**src/rtl/pipeline_reg_nslot.sv**
```systemverilog
// N-slot elastic pipeline register for valid/backpressure channels.
// A circular buffer with an optional same-cycle bypass when empty and synchronous flush.
module pipeline_reg_nslot #(
  parameter string       Name   = "",
  parameter int unsigned Width  = 8,
  parameter int unsigned Depth  = 2,
  parameter bit          Bypass = 1'b0
) (
  input  logic                       clk,
  input  logic                       resetn,
  input  logic [Width-1:0]           d,
  input  logic                       d_valid,
  output logic                       d_bp,
  output logic [Width-1:0]           q,
  output logic                       q_valid,
  input  logic                       q_bp,
  input  logic                       flush,
  output logic [$clog2(Depth+1)-1:0] occupancy
);

  localparam int unsigned CntW = $clog2(Depth + 1);
  localparam int unsigned PtrW = (Depth > 1) ? $clog2(Depth) : 1;

  logic [Width-1:0] mem_q [Depth];
  logic [PtrW-1:0]  rd_ptr_q, rd_ptr_d;
  logic [PtrW-1:0]  wr_ptr_q, wr_ptr_d;
  logic [CntW-1:0]  count_q, count_d;

  logic empty, full, bypass_path;
  logic incoming, outgoing, push, pop;

  function automatic logic [PtrW-1:0] ptr_inc(input logic [PtrW-1:0] ptr);
    return (ptr == PtrW'(Depth - 1)) ? '0 : ptr + PtrW'(1);
  endfunction

  assign empty       = (count_q == '0);
  assign full        = (count_q == CntW'(Depth));
  assign bypass_path = Bypass && empty;

  // Backpressure looks only at local state, never at q_bp, so bp paths are cut here.
  assign d_bp      = flush | full;
  assign q_valid   = bypass_path ? (d_valid & ~flush) : (~empty & ~flush);
  assign q         = bypass_path ? d : mem_q[rd_ptr_q];
  assign occupancy = count_q;

  assign incoming = d_valid & ~d_bp;
  assign outgoing = q_valid & ~q_bp;
  // A bypassed token that leaves immediately is never written.
  assign push     = incoming & ~(bypass_path & outgoing);
  assign pop      = outgoing & ~bypass_path;

  always_comb begin
    rd_ptr_d = rd_ptr_q;
    wr_ptr_d = wr_ptr_q;
    count_d  = count_q;
    if (flush) begin
      rd_ptr_d = '0;
      wr_ptr_d = '0;
      count_d  = '0;
    end else begin
      if (push) wr_ptr_d = ptr_inc(wr_ptr_q);
      if (pop)  rd_ptr_d = ptr_inc(rd_ptr_q);
      count_d = count_q + CntW'(push) - CntW'(pop);
    end
  end

  // NOTE: sequential state uses non-blocking assignments so every register samples pre-edge values.
  always_ff @(posedge clk or negedge resetn) begin
    if (!resetn) begin
      rd_ptr_q <= '0;
      wr_ptr_q <= '0;
      count_q  <= '0;
    end else begin
      rd_ptr_q <= rd_ptr_d;
      wr_ptr_q <= wr_ptr_d;
      count_q  <= count_d;
    end
  end

  // NOTE: the storage array has no reset; its contents are only visible once count marks them valid.
  always_ff @(posedge clk) begin
    if (push) mem_q[wr_ptr_q] <= d;
  end

endmodule

```
**config.mk**
```make
export PLATFORM = sky130hd
export DESIGN_NAME = pipeline_reg_nslot
export DESIGN_NICKNAME = d
export VERILOG_FILES = /design/src/rtl/pipeline_reg_nslot.sv
export SDC_FILE = /design/constraint.sdc
export NUM_CORES = 1
export LEC_CHECK = 0
export BUFFER_PORTS_ARGS = -buffer_cell sky130_fd_sc_hd__buf_2
export CAP_MARGIN = 5
export CELL_PAD_IN_SITES_DETAIL_PLACEMENT = 1
export CELL_PAD_IN_SITES_GLOBAL_PLACEMENT = 2
export CORE_ASPECT_RATIO = 0.7
export CORE_MARGIN = 10
export CORE_UTILIZATION = 33
export DETAILED_ROUTE_END_ITERATION = 7
export HOLD_SLACK_MARGIN = 0.02
export PLACE_DENSITY = 0.8
export SLEW_MARGIN = 40
export SYNTH_ARGS = -nofsm -noshare
export SYNTH_HDL_FRONTEND = slang
export SYNTH_SLANG_ARGS = --single-unit
```
**constraint.sdc**
```tcl
create_clock -name clk -period 1.7 [get_ports clk]
set_input_delay 0.085 -clock clk [delete_from_list [all_inputs] [get_ports clk]]
set_output_delay 0.085 -clock clk [all_outputs]
set_load 0.05 [all_outputs]
```
# == Word level (Yosys, flattened, before mapping) ==
# Memory sizes are Yosys's and may differ from the RTL's.
# Index checks and enable logic that the tools add are counted.
# W data, S select, Z words.
# word_totals
regBits,4
latch_bits,0
mem_bits_rw,16
rom_bits,0
input_bits,13
output_inout_bits,12
word_cells,29
mem_count,1
# op_classes
add_sub_neg,4
mul,0
n_div,0
n_lt_le_gt_ge,0
n_eq_ne,1
n_shift,0
n_mux,9
bitwise_logic,8
reduce_logical,3
# memory_table
name,depth,width,rd,rd_ports_with_merged_regs,wr,line,rtl
mem_q,2,8,1,0,1,24,logic [Width-1:0] mem_q [Depth];
# ops
operator,n
$mux W1,8
$not A1 Y1,4
$reduce_bool A2 Y1,2
$and A1 B1 Y1,3
$add A1 B1 Y1 const B,2
$add A2 B1 Y2,1
$eq A2 B2 Y1 const B,1
$logic_not A2 Y1,1
$mux W2,1
$sub A2 B1 Y2,1
$or A1 B1 Y1,1

# == Depth between registers and ports, before layout ==
# Gate-level depths: netlist of run 1.
# logic_depth
ltp_word,7
mapped_depth,8
mapped_depth_nobuf,8

# == Least setup slack after synthesis of run 1 ==
# Ideal clock, no wire load.
# synth_path
kind,register -> register
from,"register count_q[0], in the netlist occupancy[0]"
to,"register count_q[1], in the netlist occupancy[1]"
setup_time_ns,0.086
arrival_time_ns,1.862
required_time_ns,1.614
setup_slack_ns,-0.248
path_stages_with_launch,9
n_path_buf,0
synth_period_minus_slack_ns,1.948
cell_sequence,dfrtp_1 > nand2b_1 > nand3b_1 > ha_1 > inv_1 > ha_1 > xor2_1 > and2_1 > nor3_1
# synth_via
elab_chain_cells,7
elab_cells_between_ends,11
classes_between,add/sub (2); eq/ne (1); mux (1); bitwise (6); reduce/logical (1)
# synth_rtl
element,line,rtl
from (decl),27,"logic [CntW-1:0] count_q, count_d;"
from (signal assigned),76,count_q <= count_d;
$eq A2 B2 Y1,37,assign full = (count_q == CntW'(Depth));
$or A1 B1 Y1,41,assign d_bp = flush | full;
$not A1 Y1,46,assign incoming = d_valid & ~d_bp;
$and A1 B1 Y1,46,
$add A2 B1 Y2,63,count_d = count_q + CntW'(push) - CntW'(pop);
$sub A2 B1 Y2 (*),63,
$mux W2 (*),56,if (flush) begin
net count_d[1],27,
# The timed path passes the listed nets; every way through them passes the cells marked *.
# A chain may end at the register's enable or synchronous reset.

# == Final worst setup path of run 1 ==
# layout_path
from,"register count_q[1], in the netlist occupancy[1]"
to,"register count_q[1], in the netlist occupancy[1]"
# Same word-level chain as after synthesis.

==> results.ini, run 1 <==
[cells_and_area]
nFillCells=241
multi_input_area_sq_um=239
insertedDiodeCount=0
final_util_pct=51.8
regArea_sq_um=583
final_layout_size_suffix_gt1_share_pct=50.5
syn2layout_area_growth_pct=42.5
fin_nets=107

[setup_path]
cp_slowest_cell=dfrtp_2
cp-start-kind=register
cp.required_ns=1.92
r2r-end=occupancy[1]
critPathCaptureType=register
worst-path-buf-inv=1
max_stage_delay_ns=0.48
cp_max_fo=5
crit_arrival_ns=1.90
ff2ff_setup_slack_ns=0.02
cp_cell_sequence=nand2b_4 -> nand3b_1 -> ha_1 -> inv_1 -> ha_2 -> xor2_1 -> and2_1 -> nor3_2
r2r-start=occupancy[1]
path_class=reg -> reg
ff2ff_path_depth=8
cp_top_family=simple AND/OR/NAND/NOR gates

[floorplanning]
dieArea_sq_um=4890
start_util_pct=36.4
ios=25
die_h_microns=61.6
design.core.area_sq_um=2240
fp.dieW_microns=79.4
row_count=14

[detailed_routing]
wirelength_microns=1780
vias=556
drc_errors=0
antenna_left=0
drt-wirelength-per-cell_microns=14.5
via_per_inst=4.52
first_pass_iters=4
drtIter0Drc=18

[timing]
finClkSkew_ns=0.00546
final-max-slew-violation-count=0
finalSetupTns_ns=0
finalCriticalPeriod_ns=1.68
tightest_slew_ns=0.379
fin_crit_sh_pct=98.6
timing.fmax_mhz=596
slew_headroom_pct=74.7
setup_viol=0
rsz0062_at_grt=yes
hold_viol=0

[yosys]
synth_cell_types=18
synth_compound_area_share_pct=3.07
synthAdderAreaFrac_pct=3.07
netlist_area_sq_um=816
netlist.area_leader.share_pct=58.9
synth_warnings=0
synth.ff_latch_count=20
synth_fp_nets=66
yosys.area.top_type=edfxtp_1
synth-simple-area-share_pct=8.28
synth.avg_cell_area_sq_um=16.0
seq_area_frac_synth_pct=71.2
synthMuxAreaShare_pct=11.0
synth-xor-area-share_pct=1.07
synthTopCellsByArea=edfxtp_1 (59%), dfrtp_1 (12%), mux2_2 (11%)
synth_top_family_by_area=multiplexers
synthCells=51

[global_route]
grt_max_degree=13
antenna_found_initial=0
grt_usage_pct=7.66
grt_pass1_vias=593
gr-total-overflow=0
grt_pass1_wl_microns=2880

[min_path]
hold_start=flush
min_path_cells=2
hold_path_class=in -> reg
holdPathEnd=occupancy[1]

[clocking]
post_cts_buffers=0
htree_levels=1
cts_buffers=3
cts_tree=done
insertion_delay_ns=0.29
clk_path_buf_depth=2
cts_root_buffer=clkbuf_4
cts_sinks=20
clk_pin_slew_worst_paths_ns=0.11

[outcome]
status=complete, no violations

[power]
peakVddDrop_v=0.000525
powerDensity_nw_per_um2=1140
p_leak_uw=0.000480

[run]
maxCapViolations=0

[placement]
io_buffer_count=24
gp_congestion=0.713
hpwl_microns=1360

## worst reg2reg max path, delay by kind of cell (launching register included)
family / cells / cell delay, ns
simple gates: 4 / 0.51
fa+ha+maj: 2 / 0.45
xor+xnor: 1 / 0.14
buf+inv: 1 / 0.04
flops: 1 / 0.48
## power by group
| part | total (uW) | leakage (uW) | internal, uW | switching, uW |
|---|---|---|---|---|
| sequential | 601 | 0.000197 | 567 | 34.1 |
| clock | 377 | 0.0000279 | 238 | 139 |
| combinational | 344 | 0.000254 | 120 | 223 |
## cells in the mapped netlist (all sizes together)
library cell,n
o21ai,1
nor2b,1
edfxtp,16
a211oi,1
nor2,5
inv,2
nand2b,2
buf,1
mux2,8
xor2,1
ha,2
or3,1
dfrtp,4
and2,1
o21bai,1
a21oi,1
nor3,2
nand3b,1
## per-stage QoR
stage | total power, uW | std cells | instance area (sq um) | hold WS [ns] | setup WS [ns]
global placement | 920 | 110 | 997 | -0.0995 | 0.0541
global route | 1390 | 123 | 1160 | 0.0444 | -0.0982
CTS | 1330 | 123 | 1140 | 0.0292 | 0.0100
finish | 1320 | 123 | 1160 | 0.0382 | 0.0230
detailed placement | 927 | 110 | 997 | -0.0976 | -0.0234
floorplan | 837 | 51 | 818 | -0.211 | -0.104
## state kept, by name, summed over array words and instances, names as in the netlist
signal,count
mem_q,16
occupancy,2
rd_ptr_q,1
wr_ptr_q,1
## cell families after synthesis
group	after synthesis
buf+inv	3
xor+xnor	1
compound gates	4
flops	20
fa+ha+maj	2
mux	8
simple gates	13
## per-layer routing
layer	GRT usage (%)	wire length [microns]	vias up
met5	0	0	-
met4	3.82	27	0
met3	2.03	42	2
met2	13.7	996	12
met1	8.42	717	275
li1	-	-	267
## final cells by class
type / instances / area share, %
well taps: 32 / 3.44
flip-flops and latches: 20 / 50.2
inverters: 2 / 0.646
clock buffers: 3 / 1.94
multi-input cells: 28 / 20.6
repair buffers: 37 / 20.7
clock inverters: 1 / 2.58
## what timing repair did
item	4_1_cts	5_1_grt
resized for setup	2	3
endpoints found under the hold margin	20	0
setup endpoints to repair	1	1
pin swaps	1	2
hold buffers	9	0
## placed cells by master, fill, tap and decap left out
| master | Yosys | final |
|---|---|---|
| buf_2 | 0 | 24 |
| edfxtp_1 | 16 | 16 |
| dlygate4sd3_1 | 0 | 9 |
| mux2_2 | 8 | 8 |
| nor2_1 | 5 | 4 |
| buf_4 | 0 | 4 |
| clkbuf_4 | 0 | 3 |
| inv_1 | 2 | 2 |
| dfrtp_2 | 0 | 2 |
| dfrtp_1 | 4 | 2 |
| nor2_4 | 0 | 1 |
| nor3_1 | 2 | 1 |
| nand2b_4 | 0 | 1 |
| nand2b_1 | 2 | 1 |
| nor2b_1 | 1 | 1 |
| nand3b_1 | 1 | 1 |
| xor2_1 | 1 | 1 |
| and2_1 | 1 | 1 |
| nor3_2 | 0 | 1 |
| a211oi_1 | 1 | 1 |
| o21bai_1 | 1 | 1 |
| o21ai_0 | 1 | 1 |
| or3_1 | 1 | 1 |
| a21oi_1 | 1 | 1 |
| ha_1 | 2 | 1 |
| ha_2 | 0 | 1 |
| bufinv_16 | 0 | 1 |
## how the worst max path moves through the flow
stage / start / endpoint / depth (start not counted)
after global placement: occupancy[1] / occupancy[1] / 8
final: occupancy[1] / occupancy[1] / 8
after global routing: occupancy[0] / occupancy[1] / 8
after detailed placement: occupancy[1] / occupancy[1] / 8
after floorplan: occupancy[0] / occupancy[1] / 8
after CTS: occupancy[1] / occupancy[1] / 8
Power figures use the tool's default switching activity.
==> run 2, diff against run 1 <==
--- a/config.mk
+++ b/config.mk
@@ -15,6 +15,7 @@
 export DETAILED_ROUTE_END_ITERATION = 7
 export HOLD_SLACK_MARGIN = 0.02
 export PLACE_DENSITY = 0.8
+export REMOVE_ABC_BUFFERS = 1
 export SLEW_MARGIN = 40
 export SYNTH_ARGS = -nofsm -noshare
 export SYNTH_HDL_FRONTEND = slang
==> run 2 against run 1 <==
Effect of this change:
- core utilization grew 1.5 points
- flip-flop and latch count unchanged
- via count increased by 1.3%
- largest power group unchanged
- clock power increased by 3%
- count of clock-buffer cells in the layout is the same
==> results.ini, run 2 (same netlist as run 1, synthesis figures left out) <==
[outcome]
status=complete, no violations

[placement]
placed_cells=112
io_buffer_count=24
dp_slack_ns=-0.0377
gp_congestion=0.690
hpwl_microns=1480
dpl_cell_area_sq_um=1010

[setup_path]
crit_path_start=occupancy[1]
r2r-start=occupancy[1]
cp_cell_sequence=nor2_4 -> nor3_1 -> ha_1 -> inv_2 -> ha_2 -> xor2_1 -> and2_1 -> nor3_2
cp.required_ns=1.89
cp-start-kind=register
critPathCaptureType=register
r2r-end=occupancy[1]
cp_top_family=flip-flops
ff2ff_setup_slack_ns=0.02
path_class=reg -> reg
cp_slowest_cell=dfrtp_2
cp_max_fo=5
critical_path_depth=8
worst-path-buf-inv=1
crit_arrival_ns=1.88
ff2ff_path_depth=8
max_stage_delay_ns=0.48

[global_route]
grt_usage_pct=9.30
grt_max_degree=13
grt_pass1_vias=689
grt_pass1_wl_microns=3370
gr-total-overflow=0
antenna_found_initial=0

[cells_and_area]
post-route-cell-area_sq_um=1200
final_layout_size_suffix_gt1_share_pct=53.7
fin_nets=111
instances_no_fill=127
final_common_cell=buf_2
nFillCells=246
syn2layout_area_growth_pct=46.6
largest_register_ffs=16
insertedDiodeCount=0
layout_common_cells=buf_2 (24), edfxtp_1 (16), dlygate4sd3_1 (10)
regMostFlops=mem_q

[run]
maxCapViolations=0

[timing]
setup_slack_ns=0.0173
fin_crit_sh_pct=99.0
timing.fmax_mhz=594
slew_headroom_pct=82.7
finalCriticalPeriod_ns=1.68
hold_ws_ns=0.0702
hold_viol=0
tightest_slew_ns=0.262
final-max-slew-violation-count=0
finClkSkew_ns=0.00877
setup_viol=0
rsz0062_at_grt=yes

[floorplanning]
row_count=14
start_util_pct=36.4
fp.dieW_microns=79.4
design.core.area_sq_um=2240
ios=25
die_h_microns=61.6
dieArea_sq_um=4890

[detailed_routing]
wl_met1_microns=797
wirelength_microns=1950
vias=563
antenna_left=0
wl_met3_microns=134
drtIter0Drc=34
first_pass_iters=3
top_layer=met4
drc_errors=0
wl_met2_microns=980
via_per_inst=4.43
drt-wirelength-per-cell_microns=15.4

[clocking]
cts_sinks=20
insertion_delay_ns=0.30
clk_path_buf_depth=2
htree_levels=1
cts_root_buffer=clkbuf_4
cts_tree=done
cts_buffers=3
clk_pin_slew_worst_paths_ns=0.12

[min_path]
holdPathEnd=rd_ptr_q
hold_path_class=in -> reg
min_path_cells=3
hold_start=q_bp

[power]
p_leak_uw=0.000493
peakVddDrop_v=0.000493
powerDensity_nw_per_um2=1130

[run 2: cell types whose count changed in the layout (fill, tap and decap cells not counted), sizes merged]
| cell | delta |
|---|---|
| dlygate4sd3 | +1 |
| buf | +3 |
[run 2: where the power goes]
group          switching (uW)  internal, uW  leakage, uW
sequential               35.4           568     0.000196
combinational             229           130     0.000269
clock                     151           238    0.0000279
[run 2: layout make-up]
type,count,area [sq um],share of cell area [%]
Tap cell,32,40.0,3.35
Multi-Input combinational cell,28,239,20.0
Sequential cell,20,584,48.8
Clock inverter,1,30.0,2.51
Inverter,2,7.51,0.628
Timing Repair Buffer,41,273,22.8
Clock buffer,3,22.5,1.88
[run 2: layer usage]
metal  track usage, %  vias to the layer above
met4             5.34                        0
li1                 -                      276
met1             9.28                      267
met5                0                        -
met2             16.8                       18
met3             3.49                        2
[run 2: worst reg2reg max path: cells and delay by family (launching register included)]
family,cells,cell delay (ns)
AND/OR/NAND/NOR,4,0.42
buffers and inverters,1,0.05
XOR/XNOR,1,0.17
flip-flops,1,0.48
adder cells (fa/ha/maj),2,0.46
[run 2: repair_timing]
action                     4_1_cts  5_1_grt
hold buffers                    10        0
pin swaps                        1        0
hold endpoints to repair        23        0
resized for setup                6        3
setup buffers                    1        0
setup endpoints to repair        1        5
[run 2: how the worst max path moves through the flow]
stage                        end
floorplan           occupancy[1]
global placement    occupancy[1]
detailed placement  occupancy[1]
CTS                 occupancy[1]
global route        occupancy[1]
finish              occupancy[1]
[run 2: metrics by stage]
step / utilization, % / power, uW / TNS [ns]
finish: 53.3 / 1350 / 0
global route: 53.3 / 1430 / -0.0858
CTS: 53.1 / 1370 / -0.00876
detailed placement: 45.0 / 935 / -0.0377
global placement: 45.0 / 923 / 0
floorplan: - / 827 / -1.07
